--- src/rtl/rgb565_to_gray.sv ---
// RGB565 -> 8-bit luma, gated to PIC_W x PIC_H pixel frames, 3-stage pipeline.
// Define GRAY_ROUND_EN for round-to-nearest luma; default build truncates.
module rgb565_to_gray #(
   parameter int unsigned PIC_W     = 480,
   parameter int unsigned PIC_H     = 272,
   parameter int unsigned PIX_CNT_W = 24
) (
   input  logic        tft_clk,
   input  logic        tft_rst,
   input  logic        vs_in,
   input  logic        pi_flag,
   input  logic [15:0] pi_data,
   output logic        po_flag,
   output logic [7:0]  po_data,
   output logic        frame_done,
   output logic        frame_err
);

   localparam logic [PIX_CNT_W-1:0] LAST_PIX = PIX_CNT_W'(PIC_W * PIC_H - 1);

   typedef enum logic {IDLE, ACTIVE} state_t;

   state_t                 state_q, state_d;
   logic [PIX_CNT_W-1:0]   cnt_q, cnt_d;
   logic [PIX_CNT_W-1:0]   base_w;
   logic                   err_q, err_d;
   logic                   accept_w, last_w;

   logic                   v1_q, l1_q;
   logic [7:0]             r8_q, g8_q, b8_q;
   logic                   v2_q, l2_q;
   logic [15:0]            pr_q, pg_q, pb_q;
   logic [15:0]            sum_w;
   logic [7:0]             y_w;
   logic                   po_flag_q, done_q;
   logic [7:0]             po_data_q;

   always_comb begin
      state_d  = state_q;
      cnt_d    = cnt_q;
      err_d    = 1'b0;
      accept_w = 1'b0;
      last_w   = 1'b0;
      // A mid-frame vs_in restarts the count so a coincident pixel becomes pixel 0
      base_w   = vs_in ? '0 : cnt_q;
      case (state_q)
         IDLE: begin
            if (vs_in) begin
               state_d = ACTIVE;
               cnt_d   = '0;
            end
         end
         ACTIVE: begin
            err_d = vs_in && (cnt_q != '0);
            cnt_d = base_w;
            if (pi_flag) begin
               accept_w = 1'b1;
               if (base_w == LAST_PIX) begin
                  last_w  = 1'b1;
                  cnt_d   = '0;
                  state_d = IDLE;
               end else begin
                  cnt_d = base_w + 1'b1;
               end
            end
         end
         default: state_d = IDLE;
      endcase
   end

   always_comb begin
`ifdef GRAY_ROUND_EN
      sum_w = pr_q + pg_q + pb_q + 16'd128;
`else
      sum_w = pr_q + pg_q + pb_q;
`endif
      y_w = 8'(sum_w >> 8);
   end

   always_ff @(posedge tft_clk) begin
      if (tft_rst) begin
         state_q   <= IDLE;
         cnt_q     <= '0;
         err_q     <= 1'b0;
         v1_q      <= 1'b0;
         l1_q      <= 1'b0;
         r8_q      <= '0;
         g8_q      <= '0;
         b8_q      <= '0;
         v2_q      <= 1'b0;
         l2_q      <= 1'b0;
         pr_q      <= '0;
         pg_q      <= '0;
         pb_q      <= '0;
         po_flag_q <= 1'b0;
         done_q    <= 1'b0;
         po_data_q <= '0;
      end else begin
         state_q <= state_d;
         cnt_q   <= cnt_d;
         err_q   <= err_d;

         v1_q <= accept_w;
         l1_q <= last_w;
         if (accept_w) begin
            r8_q <= {pi_data[15:11], pi_data[15:13]};
            g8_q <= {pi_data[10:5],  pi_data[10:9]};
            b8_q <= {pi_data[4:0],   pi_data[4:2]};
         end

         v2_q <= v1_q;
         l2_q <= l1_q;
         if (v1_q) begin
            pr_q <= 16'(r8_q) * 16'd77;
            pg_q <= 16'(g8_q) * 16'd150;
            pb_q <= 16'(b8_q) * 16'd29;
         end

         po_flag_q <= v2_q;
         done_q    <= v2_q && l2_q;
         if (v2_q) po_data_q <= y_w;
      end
   end

   assign po_flag    = po_flag_q;
   assign po_data    = po_data_q;
   assign frame_done = done_q;
   assign frame_err  = err_q;

endmodule

--- config.mk ---
export PLATFORM = sky130hd
export DESIGN_NAME = rgb565_to_gray
export DESIGN_NICKNAME = d
export VERILOG_FILES = /design/src/rtl/rgb565_to_gray.sv
export SDC_FILE = /design/constraint.sdc
export NUM_CORES = 1
export LEC_CHECK = 0
export ABC_AREA = 1
export BUFFER_PORTS_ARGS = -buffer_cell sky130_fd_sc_hd__buf_2
export CORE_ASPECT_RATIO = 0.5
export CORE_MARGIN = 1.5
export CORE_UTILIZATION = 57
export CTS_CLUSTER_SIZE = 25
export DETAILED_ROUTE_END_ITERATION = 10
export PLACE_DENSITY = 0.85
export SLEW_MARGIN = 20
export SYNTH_ARGS = -nofsm -noshare
export SYNTH_HDL_FRONTEND = slang
export SYNTH_SLANG_ARGS = --single-unit
export TNS_END_PERCENT = 10
--- constraint.sdc ---
create_clock -name tft_clk -period 3.2 [get_ports tft_clk]
set_input_delay 0.32 -clock tft_clk [delete_from_list [all_inputs] [get_ports tft_clk]]
set_output_delay 0.32 -clock tft_clk [all_outputs]
set_load 0.02 [all_outputs]
==> impl_metrics.py <==
metrics = {
    "status": {
        "status": "finished clean",
    },
    "cells_and_area": {
        "area_delta_synth_final_pct": 11.43,
        "multi_input_area_mm2": 0.005487,
        "finalNetCount": 1323,
        "stdcell_area_mm2": 0.009064,
        "drive_gt1_share_pct": 13.30,
        "nFillCells": 1184,
        "antenna_cells": 0,
        "seqCellArea_mm2": 0.001992,
        "utilization_pct": 65.97,
    },
    "sta": {
        "slew_headroom_pct": 46.04,
        "worstMarginPinSlew_ps": 808.6,
        "setup_violations": 0,
        "slew_viol_final": 0,
        "timing.fmax_mhz": 320.8,
        "rsz0062_at_grt": "true",
        "fin_crit_sh_pct": 97.42,
        "fin_crit_ps": 3117,
        "finalHoldViolations": 0,
        "skew_ps": 7.132,
    },
    "placed_design": {
        "io_buffers": 30,
        "dp_hpwl_mm": 14.50,
        "gp_congestion": 0.9827,
        "placed_area_mm2": 0.008566,
    },
    "worst_setup_path": {
        "cp-end-kind": "flop",
        "crit_required_ps": 3440,
        "startpoint_type": "flop",
        "arrival_ps": 3350,
        "ff2ff_setup_slack_ps": 80,
        "crit_type": "flop to flop",
        "worstPathMaxFanout": 5,
    },
    "synth": {
        "synth.ff_latch_count": 99,
        "synth_nets": 1282,
        "syn_inst": 1113,
        "avgSynthCellArea_um2": 7.308,
        "ys.flop_type": "dfxtp_1",
        "synth_edf_count": 0,
        "synth-warning-count": 0,
        "async_flop_share_pct": 0,
        "ys_seq_area_share_pct": 24.37,
        "netlist_area_mm2": 0.008134,
        "ys_types": 42,
    },
    "clocking": {
        "htree_levels": 3,
        "cts_tree": "yes",
        "clkTransAtPathRegs_ps": 60,
        "clock-sinks": 99,
        "clkLatencyLatePin_ps": 350,
        "ctsRootBufferMaster": "clkbuf_16",
        "cts_inserted_buffers": 9,
        "cts_buffer_depth": 2,
    },
    "global_route": {
        "antenna_found_initial": 0,
        "grt_pass1_wl_mm": 32.04,
        "grt_usage_pct": 26.93,
        "grt_start_max_net_pins": 62,
        "grt_pass1_vias": 7080,
        "gr-total-overflow": 0,
    },
    "hold_path": {
        "hp-class": "primary input to flop",
    },
    "floorplan": {
        "die_area_mm2": 0.01504,
        "core_mm2": 0.01374,
        "die_y_um": 87.47,
        "fp.dieW_um": 171.9,
        "io_pins": 31,
        "start_util_pct": 59.21,
        "placementRows": 30,
    },
    "drt": {
        "wire_per_inst_um": 13.95,
        "met1_length_mm": 8.578,
        "routed_via_density": 5.388,
        "routed_wl_mm": 18.83,
        "first_iter_violations": 426,
        "maxUsedRoutingLayer": "met4",
        "firstDrtPassIters": 5,
        "dr_wl_met2_mm": 9.037,
        "met3_length_um": 853,
        "final_antenna_net_count": 0,
        "drcViolationCount": 0,
        "num_vias": 7274,
    },
    "pwr": {
        "p_leak_nw": 4.649,
        "powerDensity_mw_per_mm2": 363.3,
        "peakVddDrop_mv": 0.2173,
    },
    "flow_run": {
        "drv_cap": 0,
    },
}
[layout make-up]
type | count | area share [%]
flip-flops and latches | 99 | 21.98
clock inverters | 4 | 0.5660
repair buffers | 57 | 3.934
inverters | 183 | 7.662
clock buffers | 11 | 2.678
multi-input cells | 804 | 60.53
well taps | 192 | 2.650
[repair_timing]
item | 4_1_cts | 5_1_grt
pin swaps | 0 | 18
endpoints found under the setup margin | 8 | 20
cloned | 0 | 0
resized for setup | 10 | 46
buffers inserted | 0 | 2
endpoints found under the hold margin | 0 | 0
hold buffers | 0 | 0
[stage by stage]
step | hold WS [ps] | worst slack [ps] | cells | setup TNS (ps) | power (W)
floorplan | 388.3 | -20.92 | 1113 | -26.41 | 0.001892
global placement | 399.5 | 5.179 | 1333 | 0 | 0.002087
detailed placement | 406.9 | -90.83 | 1333 | -414.5 | 0.002116
CTS | 223.9 | -7.023 | 1348 | -12.12 | 0.003238
global route | 271.1 | -102.8 | 1350 | -462.7 | 0.003471
finish | 228.6 | 82.58 | 1350 | 0 | 0.003293
[state kept, by name, indices dropped and copies added (netlist names), 5 cells and up]
register / cells
cnt_q: 24
r8_q: 5
po_data: 8
pr_q: 15
b8_q: 5
pg_q: 15
g8_q: 6
pb_q: 13
[cell usage in the layout, fill, tap and decap left out, types with 7 or more instances in the layout]
| master | instances |
|---|---|
| inv_1 | 179 |
| nand2_1 | 162 |
| nor2_1 | 159 |
| ha_1 | 104 |
| dfxtp_1 | 91 |
| o21ai_0 | 72 |
| nand3_1 | 61 |
| a21oi_1 | 56 |
| fa_1 | 34 |
| buf_2 | 30 |
| buf_4 | 26 |
| nand4_1 | 13 |
| nor2_2 | 12 |
| xor2_1 | 11 |
| nand2_2 | 11 |
| nor2_4 | 10 |
| nor3_1 | 9 |
| clkbuf_16 | 9 |
| o211ai_1 | 8 |
| xnor2_1 | 8 |
| dfxtp_2 | 8 |
| a31oi_1 | 7 |
| nor4_1 | 7 |
[power by group]
part,total (W),switching [W],internal (W)
clock,0.00110,0.000479,0.000624
combinational,0.000874,0.000526,0.000348
sequential,0.00132,0.0000390,0.00128
total,0.00329,0.00104,0.00225
[per-layer routing]
metal | vias to the layer above | global-route usage, %
li1 | 3670 | -
met1 | 3385 | 33.57
met2 | 181 | 48.46
met3 | 38 | 4.134
met4 | 0 | 7.984
met5 | - | 0
[cell families after synthesis]
| logic type | after synthesis | synth area share, % |
|---|---|---|
| xor gates and xnor gates | 19 | 2.046 |
| AOI/OAI and AO/OA | 172 | 11.37 |
| DFF | 99 | 24.37 |
| and+or+nand+nor | 464 | 25.63 |
| adders and majority gates | 149 | 26.24 |
| buffers and inverters | 210 | 10.35 |
[critical path, cell delays in order (launching register included)]
cell and delay (ps):
dfxtp_2 360, ha_1 340, ha_1 290, inv_1 50, fa_1 540, inv_1 40, ha_1 320, ha_4 270
nand2_1 70, nand2_1 100, a21boi_1 210, nand3_2 120, nand2_1 70, nand3_1 60, o211ai_1 100, inv_1 50
[final timing paths]
path	start	endpoint	cells after the start
setup / recovery	r8_q[6]	pr_q[12]	15
hold / removal	pi_data[11]	r8_q[3]	3
setup reg to reg	r8_q[6]	pr_q[12]	15
hold reg to reg	l1_q	l2_q	2
[Yosys cell counts (2+ instances only)]
cell type / number / area, um2
nor2_1: 164 / 615.6
xnor2_1: 8 / 70.07
o211ai_1: 8 / 60.06
o21bai_1: 6 / 45.04
o21ai_0: 83 / 415.4
nor2_2: 7 / 43.79
nor3_1: 10 / 50.05
buf_1: 2 / 7.510
inv_1: 180 / 675.7
a21oi_1: 60 / 300.3
nor4_1: 7 / 43.79
nand4_1: 13 / 81.33
buf_6: 4 / 45.04
or2_2: 4 / 25.02
a31oi_1: 7 / 43.79
nand4_2: 2 / 25.02
fa_1: 36 / 720.7
a21o_1: 3 / 22.52
nor3b_1: 2 / 15.01
nand3_2: 3 / 30.03
clkbuf_1: 20 / 75.07
nor3b_2: 2 / 25.02
nand2_1: 165 / 619.3
nand3_1: 62 / 310.3
nor2_4: 10 / 112.6
dfxtp_1: 99 / 1982
xor2_1: 11 / 96.34
nand2_2: 9 / 56.30
ha_1: 113 / 1414
Note: power is estimated with default switching activity, not from simulation.
